File: src/rtl/judge_arbiter.sv
// rtl/judge_arbiter.sv - shared answer comparator sequencer and hit-point keeper for one quiz round
//
// Ports:
//   CLK, RST_N          clock (rising edge), asynchronous active-low reset
//   STATE               controller state bus (READY 0010, QUESTION 0011, INPUT 0100, WRONG 0111)
//   NEW_GAME            synchronous restart: reload HP, clear results, latches and FSM
//   EXP_ANS             expected answer, stable during INPUT
//   P_DEC, P_ANS        player submit pulse and answer
//   C_VALID, C_ANS      CPU submit pulse and answer
//   P_ACK, C_ACK        one-cycle pulse after a submission is latched
//   JUDG                00 none, 01 GOOD, 10 OUCH, 11 DRAW
//   WRONG               11 while a wrong player answer is being reported
//   HP_STAT             00 playing, 01 CPU exhausted, 10 player exhausted (sticky)
//   P_HP, C_HP          current hit points
module judge_arbiter #(
    parameter int W       = 8,
    parameter int HPW     = 3,
    parameter int HP_INIT = 3
) (
    input  logic           CLK,
    input  logic           RST_N,
    input  logic [3:0]     STATE,
    input  logic           NEW_GAME,
    input  logic [W-1:0]   EXP_ANS,
    input  logic           P_DEC,
    input  logic [W-1:0]   P_ANS,
    input  logic           C_VALID,
    input  logic [W-1:0]   C_ANS,
    output logic           P_ACK,
    output logic           C_ACK,
    output logic [1:0]     JUDG,
    output logic [1:0]     WRONG,
    output logic [1:0]     HP_STAT,
    output logic [HPW-1:0] P_HP,
    output logic [HPW-1:0] C_HP
);

    localparam logic [3:0] ST_READY    = 4'b0010;
    localparam logic [3:0] ST_QUESTION = 4'b0011;
    localparam logic [3:0] ST_INPUT    = 4'b0100;

    localparam logic [2:0] S_IDLE    = 3'd0;
    localparam logic [2:0] S_COLLECT = 3'd1;
    localparam logic [2:0] S_CHK_P   = 3'd2;
    localparam logic [2:0] S_CHK_C   = 3'd3;
    localparam logic [2:0] S_RESULT  = 3'd4;

    localparam logic [HPW-1:0] HP_LOAD = HPW'(HP_INIT);
    localparam logic [HPW-1:0] HP_ONE  = HPW'(1);

    logic [2:0]   fsm;
    logic [3:0]   prev_state;
    logic         p_pend;
    logic         c_pend;
    logic [W-1:0] p_ans_q;
    logic [W-1:0] c_ans_q;
    logic         p_ok;
    logic         res_entry;   // high for the cycle right after JUDG was loaded

    logic collecting;
    logic p_acc;
    logic c_acc;
    logic round_start;

    assign collecting  = (fsm == S_COLLECT) || (fsm == S_CHK_P) || (fsm == S_CHK_C);
    assign p_acc       = P_DEC   && !p_pend && collecting && !NEW_GAME;
    assign c_acc       = C_VALID && !c_pend && collecting && !NEW_GAME;
    assign round_start = (prev_state == ST_QUESTION) && (STATE == ST_INPUT);

    always_ff @(posedge CLK or negedge RST_N) begin
        if (!RST_N) begin
            fsm        <= S_IDLE;
            prev_state <= 4'b0000;
            p_pend     <= 1'b0;
            c_pend     <= 1'b0;
            p_ans_q    <= '0;
            c_ans_q    <= '0;
            p_ok       <= 1'b0;
            res_entry  <= 1'b0;
            P_ACK      <= 1'b0;
            C_ACK      <= 1'b0;
            JUDG       <= 2'b00;
            WRONG      <= 2'b00;
            HP_STAT    <= 2'b00;
            P_HP       <= HP_LOAD;
            C_HP       <= HP_LOAD;
        end else begin
            prev_state <= STATE;
            P_ACK      <= p_acc;
            C_ACK      <= c_acc;
            if (NEW_GAME) begin
                fsm       <= S_IDLE;
                p_pend    <= 1'b0;
                c_pend    <= 1'b0;
                p_ok      <= 1'b0;
                res_entry <= 1'b0;
                JUDG      <= 2'b00;
                WRONG     <= 2'b00;
                HP_STAT   <= 2'b00;
                P_HP      <= HP_LOAD;
                C_HP      <= HP_LOAD;
            end else begin
                res_entry <= 1'b0;
                if (p_acc) begin
                    p_pend  <= 1'b1;
                    p_ans_q <= P_ANS;
                end
                if (c_acc) begin
                    c_pend  <= 1'b1;
                    c_ans_q <= C_ANS;
                end
                // Placed before the FSM so a fresh wrong verdict wins over the release.
                if ((WRONG == 2'b11) && (STATE != ST_INPUT)) begin
                    WRONG <= 2'b00;
                end

                case (fsm)
                    S_IDLE: begin
                        if (STATE == ST_INPUT) fsm <= S_COLLECT;
                    end
                    S_COLLECT: begin
                        if (STATE != ST_INPUT) fsm <= S_IDLE;
                        else if (p_pend)       fsm <= S_CHK_P;
                        else if (c_pend)       fsm <= S_CHK_C;
                    end
                    S_CHK_P: begin
                        if (p_ans_q != EXP_ANS) begin
                            WRONG  <= 2'b11;
                            p_pend <= 1'b0;
                            fsm    <= S_IDLE;
                        end else if (c_pend || c_acc) begin
                            // A CPU answer landing this very edge still gets a chance to draw.
                            p_ok <= 1'b1;
                            fsm  <= S_CHK_C;
                        end else begin
                            JUDG      <= 2'b01;
                            res_entry <= 1'b1;
                            fsm       <= S_RESULT;
                        end
                    end
                    S_CHK_C: begin
                        if (c_ans_q == EXP_ANS) begin
                            JUDG      <= p_ok ? 2'b11 : 2'b10;
                            res_entry <= 1'b1;
                            fsm       <= S_RESULT;
                        end else if (p_ok) begin
                            JUDG      <= 2'b01;
                            res_entry <= 1'b1;
                            fsm       <= S_RESULT;
                        end else begin
                            c_pend <= 1'b0;
                            fsm    <= S_COLLECT;
                        end
                    end
                    S_RESULT: begin
                        if (STATE == ST_READY) begin
                            JUDG   <= 2'b00;
                            p_ok   <= 1'b0;
                            p_pend <= 1'b0;
                            c_pend <= 1'b0;
                            fsm    <= S_IDLE;
                        end
                    end
                    default: fsm <= S_IDLE;
                endcase

                if (res_entry) begin
                    if ((JUDG == 2'b01) && (C_HP != '0)) begin
                        C_HP <= C_HP - HP_ONE;
                        if ((C_HP == HP_ONE) && (HP_STAT == 2'b00)) HP_STAT <= 2'b01;
                    end
                    if ((JUDG == 2'b10) && (P_HP != '0)) begin
                        P_HP <= P_HP - HP_ONE;
                        if ((P_HP == HP_ONE) && (HP_STAT == 2'b00)) HP_STAT <= 2'b10;
                    end
                end

                if (round_start) begin
                    p_pend <= 1'b0;
                    c_pend <= 1'b0;
                end
            end
        end
    end

endmodule

File: config.mk
export PLATFORM = sky130hd
export DESIGN_NAME = judge_arbiter
export DESIGN_NICKNAME = d
export VERILOG_FILES = /design/src/rtl/judge_arbiter.sv
export SDC_FILE = /design/constraint.sdc
export NUM_CORES = 1
export LEC_CHECK = 0
export CORE_MARGIN = 2
export CORE_UTILIZATION = 36
export CTS_CLUSTER_SIZE = 10
export DETAILED_ROUTE_END_ITERATION = 8
export HOLD_SLACK_MARGIN = 0.02
export PLACE_DENSITY = 0.63
export SETUP_SLACK_MARGIN = 0.15
export SYNTH_ARGS = -nofsm -noshare
export SYNTH_HDL_FRONTEND = slang
export SYNTH_SLANG_ARGS = --single-unit
File: constraint.sdc
create_clock -name CLK -period 2.75 [get_ports CLK]
set_clock_uncertainty 0.1 [all_clocks]
set_input_delay 0.6875 -clock CLK [delete_from_list [all_inputs] [get_ports CLK]]
set_output_delay 0.6875 -clock CLK [all_outputs]
set_load 0.03 [all_outputs]
=== Word level (Yosys, flattened, before mapping) ===
Index checks and enable logic that the tools add are counted.

* Bits in registers: 41
* Input port bits: 33
* Output and inout bits: 14
* Logic and storage cells: 133

* $add $sub $neg: 2
* Equal/unequal tests: 22
* Multiplexer cells: 59
* Bitwise logic cells: 1
* Reduce and logical (&&, ||, !) cells: 34

{| class="wikitable"
|+ Operators with widths
! kind !! number
|-
| $mux W3 || 16
|-
| $mux W2 || 16
|-
| $mux W1 || 21
|-
| $pmux W3 S5 || 1
|-
| $logic_and A1 B1 Y1 || 12
|-
| $ne A3 B3 Y1 const B || 4
|-
| $eq A3 B1 Y1 const B || 3
|-
| $reduce_bool A3 Y1 || 3
|-
| $eq A4 B2 Y1 const B || 2
|-
| $eq A8 B8 Y1 || 1
|-
| $ne A4 B3 Y1 const B || 2
|-
| $ne A8 B8 Y1 || 1
|-
| $pmux W1 S2 || 4
|-
| $reduce_and A2 Y1 || 4
|-
| $eq A3 B2 Y1 const B || 2
|-
| $pmux W2 S3 || 1
|-
| $reduce_bool A2 Y1 || 3
|-
| $sub A3 B1 Y3 const B || 2
|-
| $ne A5 B4 Y1 const B || 1
|-
| $reduce_and A5 Y1 || 1
|-
| $eq A2 B2 Y1 const B || 2
|-
| $eq A4 B3 Y1 const B || 1
|-
| $reduce_and A4 Y1 || 1
|-
| $reduce_bool A4 Y1 || 1
|-
| other kinds (9) || 13
|}

=== Logic depth before layout (Yosys ltp) ===
Gate-level depths: netlist of run 1.

* Depth in word-level cells: 11
* Depth in mapped cells: 7

=== Worst setup path after synthesis of run 1 ===
Ideal clock, no wire load.

* Kind: input to register
* Start point: input EXP_ANS[3]
* End point: register fsm[1]
* Data arrival time: 1.874 ns
* Required time: 2.539 ns
* Setup slack: 0.664 ns
* Cell stages on the path: 5
* Cells stage by stage: xnor2_1 > nand4_1 > or4_4 > nand2b_4 > a2111oi_2

* Longest elaborated chain between the ends: 4
* Elaborated cells between the ends (all ways): 6

{| class="wikitable"
|+ Ends and longest elaborated chain
! element !! RTL line !! source
|-
| start: declaration || 24 || <nowiki>input logic [W-1:0] EXP_ANS,</nowiki>
|-
| $eq A8 B8 Y1 or $ne A8 B8 Y1 (tied branches) || 142, 127 ||
|-
| $mux W3 (on tied branches) || 142, 127 ||
|-
| $pmux W3 S5 (*) || 117 || <nowiki>case (fsm)</nowiki>
|-
| $mux W3 (*) || 91 || <nowiki>if (NEW_GAME) begin</nowiki>
|-
| end signal: assignment || 92 || <nowiki>fsm <= S_IDLE;</nowiki>
|-
| end signal: assignment || 119 || <nowiki>if (STATE == ST_INPUT) fsm <= S_COLLECT;</nowiki>
|-
| end signal: assignment || 145 || <nowiki>fsm <= S_RESULT;</nowiki>
|-
| end: declaration || 51 || <nowiki>logic [2:0] fsm;</nowiki>
|}

Every way passes the cells marked *; elsewhere a longest branch is shown, timed or not.
A chain may end at the register's enable or synchronous reset.

=== Final worst setup path of run 1 ===
* Start point: input EXP_ANS[2]
* End point: register fsm[1]

Same word-level chain as after synthesis.

==> results of run 1 <==
==> metrics by stage <==
step / setup slack [ns] / instances / hold slack, ns
floorplan: 0.664 / 186 / 0.292
global placement: 0.0679 / 307 / 0.403
detailed placement: 0.0418 / 307 / 0.418
CTS: 0.350 / 315 / 0.223
global route: 0.247 / 315 / 0.236
finish: 0.345 / 315 / 0.211
==> routing by layer <==
layer | up-vias | routed length (µm) | share of wire (%)
li1 | 765 | - | -
met1 | 717 | 1880 | 44
met2 | 48 | 2030 | 48
met3 | 6 | 281 | 6.6
met4 | 0 | 42 | 0.99
met5 | - | 0 | 0
==> cells by family (layout without fill, tap and decap cells) <==
logic type      Yosys count  count (layout)  synth area share [%]
mux                      17              17                  9.29
flops                    41              41                  50.3
simple gates             64              64                  16.4
fa+ha+maj                 6               6                  3.67
xor+xnor                 20              20                  8.55
compound gates           28              28                  9.77
buf+inv                  10              67                  1.95
==> cells in the final DEF, fill, tap and decap left out, types with 6 or more instances in the layout <==
cell type	count
dfrtp_1	37
ha_1	6
nor2_1	16
xnor2_1	18
buf_4	7
clkbuf_8	7
o21ai_0	9
clkdlybuf4s50_1	45
inv_1	6
nand2_1	20
mux2_2	15
==> layout make-up <==
class                   instances  area (µm²)  share of cell area, %
repair buffers                 53         508                   18.6
clock buffers                   7        96.3                   3.52
inverters                       6        22.5                  0.823
multi-input cells             135         983                   35.9
flip-flops and latches         41        1030                   37.7
clock inverters                 1        5.00                  0.183
well taps                      72        90.1                   3.29
==> registers in the layout, summed over array words and instances (netlist names) <==
| register | count |
|---|---|
| C_HP | 3 |
| C_ACK | 1 |
| P_HP | 3 |
| prev_state | 4 |
| res_entry | 1 |
| P_ACK | 1 |
| p_pend | 1 |
| HP_STAT | 2 |
| c_pend | 1 |
| WRONG | 2 |
| JUDG | 2 |
| fsm | 3 |
| c_ans_q | 8 |
| p_ans_q | 8 |
| p_ok | 1 |
==> where the power goes <==
group	switching, µW	internal, µW
sequential	41.4	664
clock	206	227
combinational	77.1	137
==> worst register-to-register path: cells and delay by family (launching register included) <==
family | cells | cell delay (ns)
and+or+nand+nor | 4 | 0.79
adders and majority gates | 1 | 0.18
DFF | 1 | 0.57
xor gates and xnor gates | 1 | 0.16
buffers and inverters | 1 | 0.06
==> path summary, 6_finish.rpt <==
path,from,endpoint,cells after the start
setup / recovery,EXP_ANS[2],fsm[1]$_DFFE_PN0P_,6
hold / removal,RST_N,JUDG[0]$_DFFE_PN0P_,1
setup reg to reg,C_HP[0]$_DFFE_PN1P_,C_HP[2]$_DFFE_PN0P_,7
hold reg to reg,c_ans_q[6]$_DFFE_PN0P_,c_ans_q[6]$_DFFE_PN0P_,1
max in group asynchronous,RST_N,C_HP[1]$_DFFE_PN1P_,2
min in group CLK,c_ans_q[6]$_DFFE_PN0P_,c_ans_q[6]$_DFFE_PN0P_,1
==> results.sh, run 1 <==
export IMPL_status="finished clean"
export IMPL_vias_per_cell=4.88
export IMPL_syn_inst=186
export IMPL_cp_top_family="simple AND/OR/NAND/NOR gates"
export IMPL_worst_ep_required_time_ns=2.83
export IMPL_pin_count=47
export IMPL_cts_resized=0
export IMPL_hpwl_um=3290
export IMPL_clockBufferDepth=2
export IMPL_io_buffers=46
export IMPL_grt_pass1_vias=1636
export IMPL_drive_above_1_share_pct=18.5
export IMPL_worst_path_buf_inv=1
export IMPL_area_delta_synth_final_pct=33.6
export IMPL_finalHoldViolations=0
export IMPL_finalSetupTns_ns=0
export IMPL_drt_iter0_markers=86
export IMPL_period_share_pct=87.5
export IMPL_placed_area_um2=2640
export IMPL_synthesis_nets=225
export IMPL_cts_hold_buffers_added=0
export IMPL_cts_sinks=41
export IMPL_cts_clk_slew_worst_paths_ns=0.08
export IMPL_num_antenna_cells=0
export IMPL_htreeDepth=2
export IMPL_power_leakage_uw=0.00118
export IMPL_clk_latency_ns=0.30
export IMPL_grtUsageTotal_pct=15.2
export IMPL_grt_use_met3_pct=5.54
export IMPL_nFillCells=516
export IMPL_crit_slowest_cell="or4_4"
export IMPL_maxSlewViolCount=0
export IMPL_gp_congestion=0.844
export IMPL_max_freq_mhz=416
export IMPL_num_rows=27
export IMPL_rrSetupSlack_ns=0.78
export IMPL_ys_top_cells_by_count="37 x dfrtp_1, 20 x nand2_1, 18 x xnor2_1, 16 x nor2_1, 15 x mux2_2"
export IMPL_critical_path_class="in2reg"
export IMPL_drt_antenna_violating_nets=0
export IMPL_post_route_drc_count=0
export IMPL_initial_core_util_pct=37.2
export IMPL_cts_buffers=5
export IMPL_finalPower_uw=1350
export IMPL_synth_area_per_cell_um2=11.0
export IMPL_netlist_area_um2=2050
export IMPL_design_area_um2=2740
export IMPL_post_cts_buffers=0
export IMPL_timing_max_cap_violations=0
export IMPL_num_vias=1536
export IMPL_cp_max_fo=3
export IMPL_synth_edf_count=0
export IMPL_die_x_um=79.4
export IMPL_ctsRootBufferMaster="clkbuf_8"
export IMPL_slowest_delay_ns=0.55
export IMPL_ys_ff_latch=41
export IMPL_powerDensity_nw_per_um2=494
export IMPL_final_setup_viol_count=0
export IMPL_min_path_type="in2async"
export IMPL_wire_per_inst_um=13.4
export IMPL_rsz0062_at_grt="false"
export IMPL_dieArea_um2=6310
export IMPL_grt_max_degree=24
export IMPL_peakVddDrop_mv=0.389
export IMPL_drtPass1Iterations=4
export IMPL_use_met1_pct=18.8
export IMPL_relSlewSlack_pct=61.9
export IMPL_met2_usage_pct=25.0
export IMPL_synth_top_cell_area_share_pct=45.2
export IMPL_synthTopCellsByArea="dfrtp_1 45%, mux2_2 8.2%, xnor2_1 7.7%, dfstp_2 5.1%, ha_1 3.7%"
export IMPL_yosys_cell_count_top_type="dfrtp_1"
export IMPL_cts_tree="built"
export IMPL_overflow=0
export IMPL_async_flop_share_pct=100
export IMPL_critPathLaunchType="input pin"
export IMPL_synthFlopType="dfrtp_1"
export IMPL_tightest_slew_ns=0.567
export IMPL_ys_warn_count=0
export IMPL_synth_cell_types=46
export IMPL_fp_dieH_um=79.4
export IMPL_post_route_util_pct=49.7
export IMPL_coreArea_um2=5510
export IMPL_antenna_found_initial=0
export IMPL_busiest_layer="met2"
export IMPL_grt_pass1_wl_um=7480
export IMPL_post_route_min_period_ns=2.41
export IMPL_wirelength_um=4230
export IMPL_final_net_count=281
export IMPL_yosysTopAreaCell="dfrtp_1"
export IMPL_end_kind="flip-flop"
export IMPL_crit_chain="clkdlybuf4s50_1, xnor2_1, nand4_1, or4_4, nand2b_4, a2111oi_2"
export IMPL_worstPathArrival_ns=2.49
export IMPL_synth_seq_area_share_pct=50.3
(Power assumes the default switching activity.)
==> inputs of run 2 (changes only) <==
--- a/config.mk
+++ b/config.mk
@@ -5,6 +5,7 @@
 export SDC_FILE = /design/constraint.sdc
 export NUM_CORES = 1
 export LEC_CHECK = 0
+export CORE_ASPECT_RATIO = 0.7
 export CORE_MARGIN = 2
 export CORE_UTILIZATION = 36
 export CTS_CLUSTER_SIZE = 10
==> run 2 against run 1 <==
Worst setup slack lost 0.052 ns; critical path type unchanged; combinational power is essentially flat; global-route usage grew 0.63 points; power grew 0.36%; flip-flop and latch count is the same; worst hold slack gained 0.00056 ns; via count grew 3.2%; clock-buffer cell count is the same; largest power group unchanged; maximum frequency shrank 2.1%; critical endpoint unchanged; die area grew 0.15%; register-to-register slack is essentially flat.
==> results.sh, run 2 (same netlist as run 1, synthesis figures left out) <==
export IMPL_cts_buffers=5
export IMPL_r2r_cells=5
export IMPL_htreeDepth=2
export IMPL_tightest_slew_ns=0.528
export IMPL_cts_clk_slew_worst_paths_ns=0.08
export IMPL_rsz0062_at_grt="false"
export IMPL_io_buffers=46
export IMPL_final_setup_viol_count=0
export IMPL_mostFrequentLayoutCells="45 x clkdlybuf4s50_1, 37 x dfrtp_1, 20 x nand2_1"
export IMPL_nFillCells=489
export IMPL_cts_tree="built"
export IMPL_wirelength_um=4510
export IMPL_min_path_type="in2async"
export IMPL_coreArea_um2=5370
export IMPL_num_antenna_cells=0
export IMPL_period_share_pct=89.3
export IMPL_final_net_count=283
export IMPL_cts_sinks=41
export IMPL_die_x_um=94.2
export IMPL_post_route_min_period_ns=2.46
export IMPL_hpwl_um=3530
export IMPL_post_route_drc_count=0
export IMPL_clk_latency_ns=0.29
export IMPL_drive_above_1_share_pct=19.2
export IMPL_layout_commonest_cell="clkdlybuf4s50_1"
export IMPL_worst_ep_required_time_ns=2.83
export IMPL_fp_dieH_um=67.1
export IMPL_cts_hold_buffers_added=0
export IMPL_cts_resized=0
export IMPL_vias_per_cell=5.00
export IMPL_design_area_um2=2750
export IMPL_power_leakage_uw=0.00119
export IMPL_gp_congestion=0.885
export IMPL_end_kind="flip-flop"
export IMPL_initial_core_util_pct=38.2
export IMPL_worstPathArrival_ns=2.54
export IMPL_max_freq_mhz=407
export IMPL_post_cts_buffers=0
export IMPL_relSlewSlack_pct=64.5
export IMPL_timing_max_cap_violations=0
export IMPL_ctsRootBufferMaster="clkbuf_8"
export IMPL_grt_pass1_vias=1518
export IMPL_crit_chain="clkdlybuf4s50_1, xnor2_1, nand4_1, or4_4, nand2b_4, a2111oi_2"
export IMPL_antenna_found_initial=0
export IMPL_pin_count=47
export IMPL_powerDensity_nw_per_um2=493
export IMPL_cp_max_fo=3
export IMPL_num_rows=22
export IMPL_dieArea_um2=6320
export IMPL_largestRegisters="c_ans_q x8, p_ans_q x8, prev_state x4"
export IMPL_grtUsageTotal_pct=15.9
export IMPL_area_delta_synth_final_pct=34.3
export IMPL_slowest_delay_ns=0.55
export IMPL_clockBufferDepth=2
export IMPL_wire_per_inst_um=14.2
export IMPL_drt_antenna_violating_nets=0
export IMPL_num_vias=1585
export IMPL_crit_slowest_cell="or4_4"
export IMPL_placed_area_um2=2650
export IMPL_drtPass1Iterations=4
export IMPL_overflow=0
export IMPL_post_route_util_pct=51.3
export IMPL_grt_max_degree=24
export IMPL_drt_iter0_markers=74
export IMPL_finalHoldViolations=0
export IMPL_critPathLaunchType="input pin"
export IMPL_status="finished clean"
export IMPL_grt_pass1_wl_um=7570
export IMPL_rrSetupSlack_ns=0.77
export IMPL_maxSlewViolCount=0
export IMPL_critical_path_class="in2reg"
export IMPL_peakVddDrop_mv=0.261
## run 2: cell count changes in the layout (fill, tap and decap cells not counted), sizes merged
cell,delta
buf,+2
## run 2: power breakdown
group	leakage (µW)	internal [µW]	switching, µW
Combinational	0.000603	138	78.9
Clock	0.0000542	227	202
Sequential	0.000529	664	47.3
## run 2: layer usage
metal	global-route usage, %	share of wire [%]
met5	0	0
met4	5.98	1.1
met1	23.1	51
met2	23.1	42
met3	3.39	5.7
## run 2: final cells by class
cell class | count | area, µm² | share of cell area [%]
Clock inverter | 1 | 5.00 | 0.182
Sequential cell | 41 | 1030 | 37.5
Tap cell | 72 | 90.1 | 3.27
Multi-Input combinational cell | 135 | 983 | 35.7
Timing Repair Buffer | 55 | 523 | 19.0
Clock buffer | 7 | 96.3 | 3.50
Inverter | 6 | 22.5 | 0.819
## run 2: stage by stage
step	worst slack [ns]	hold slack, ns	power, µW	TNS [ns]	std cells
2_1_floorplan	0.664	0.292	836	0	186
3_3_place_gp	0.0698	0.413	940	0	309
3_5_place_dp	-0.0165	0.419	941	-0.0165	309
4_1_cts	0.292	0.219	1370	0	317
5_1_grt	0.215	0.233	1430	0	317
6_report	0.293	0.211	1360	0	317
## run 2: final timing paths
path / start / endpoint
setup / recovery: EXP_ANS[1] / fsm[1]$_DFFE_PN0P_
hold / removal: RST_N / p_ans_q[1]$_DFFE_PN0P_
setup reg to reg: p_ans_q[1]$_DFFE_PN0P_ / fsm[1]$_DFFE_PN0P_
hold reg to reg: c_ans_q[6]$_DFFE_PN0P_ / c_ans_q[6]$_DFFE_PN0P_
max in group asynchronous: RST_N / C_HP[1]$_DFFE_PN1P_
min in group CLK: c_ans_q[6]$_DFFE_PN0P_ / c_ans_q[6]$_DFFE_PN0P_
## run 2: worst max-delay path, delay by kind of cell
| kind | cells | cell delay (ns) |
|---|---|---|
| compound gates | 1 | 0.30 |
| buf+inv | 1 | 0.45 |
| xor+xnor | 1 | 0.23 |
| simple gates | 3 | 0.87 |
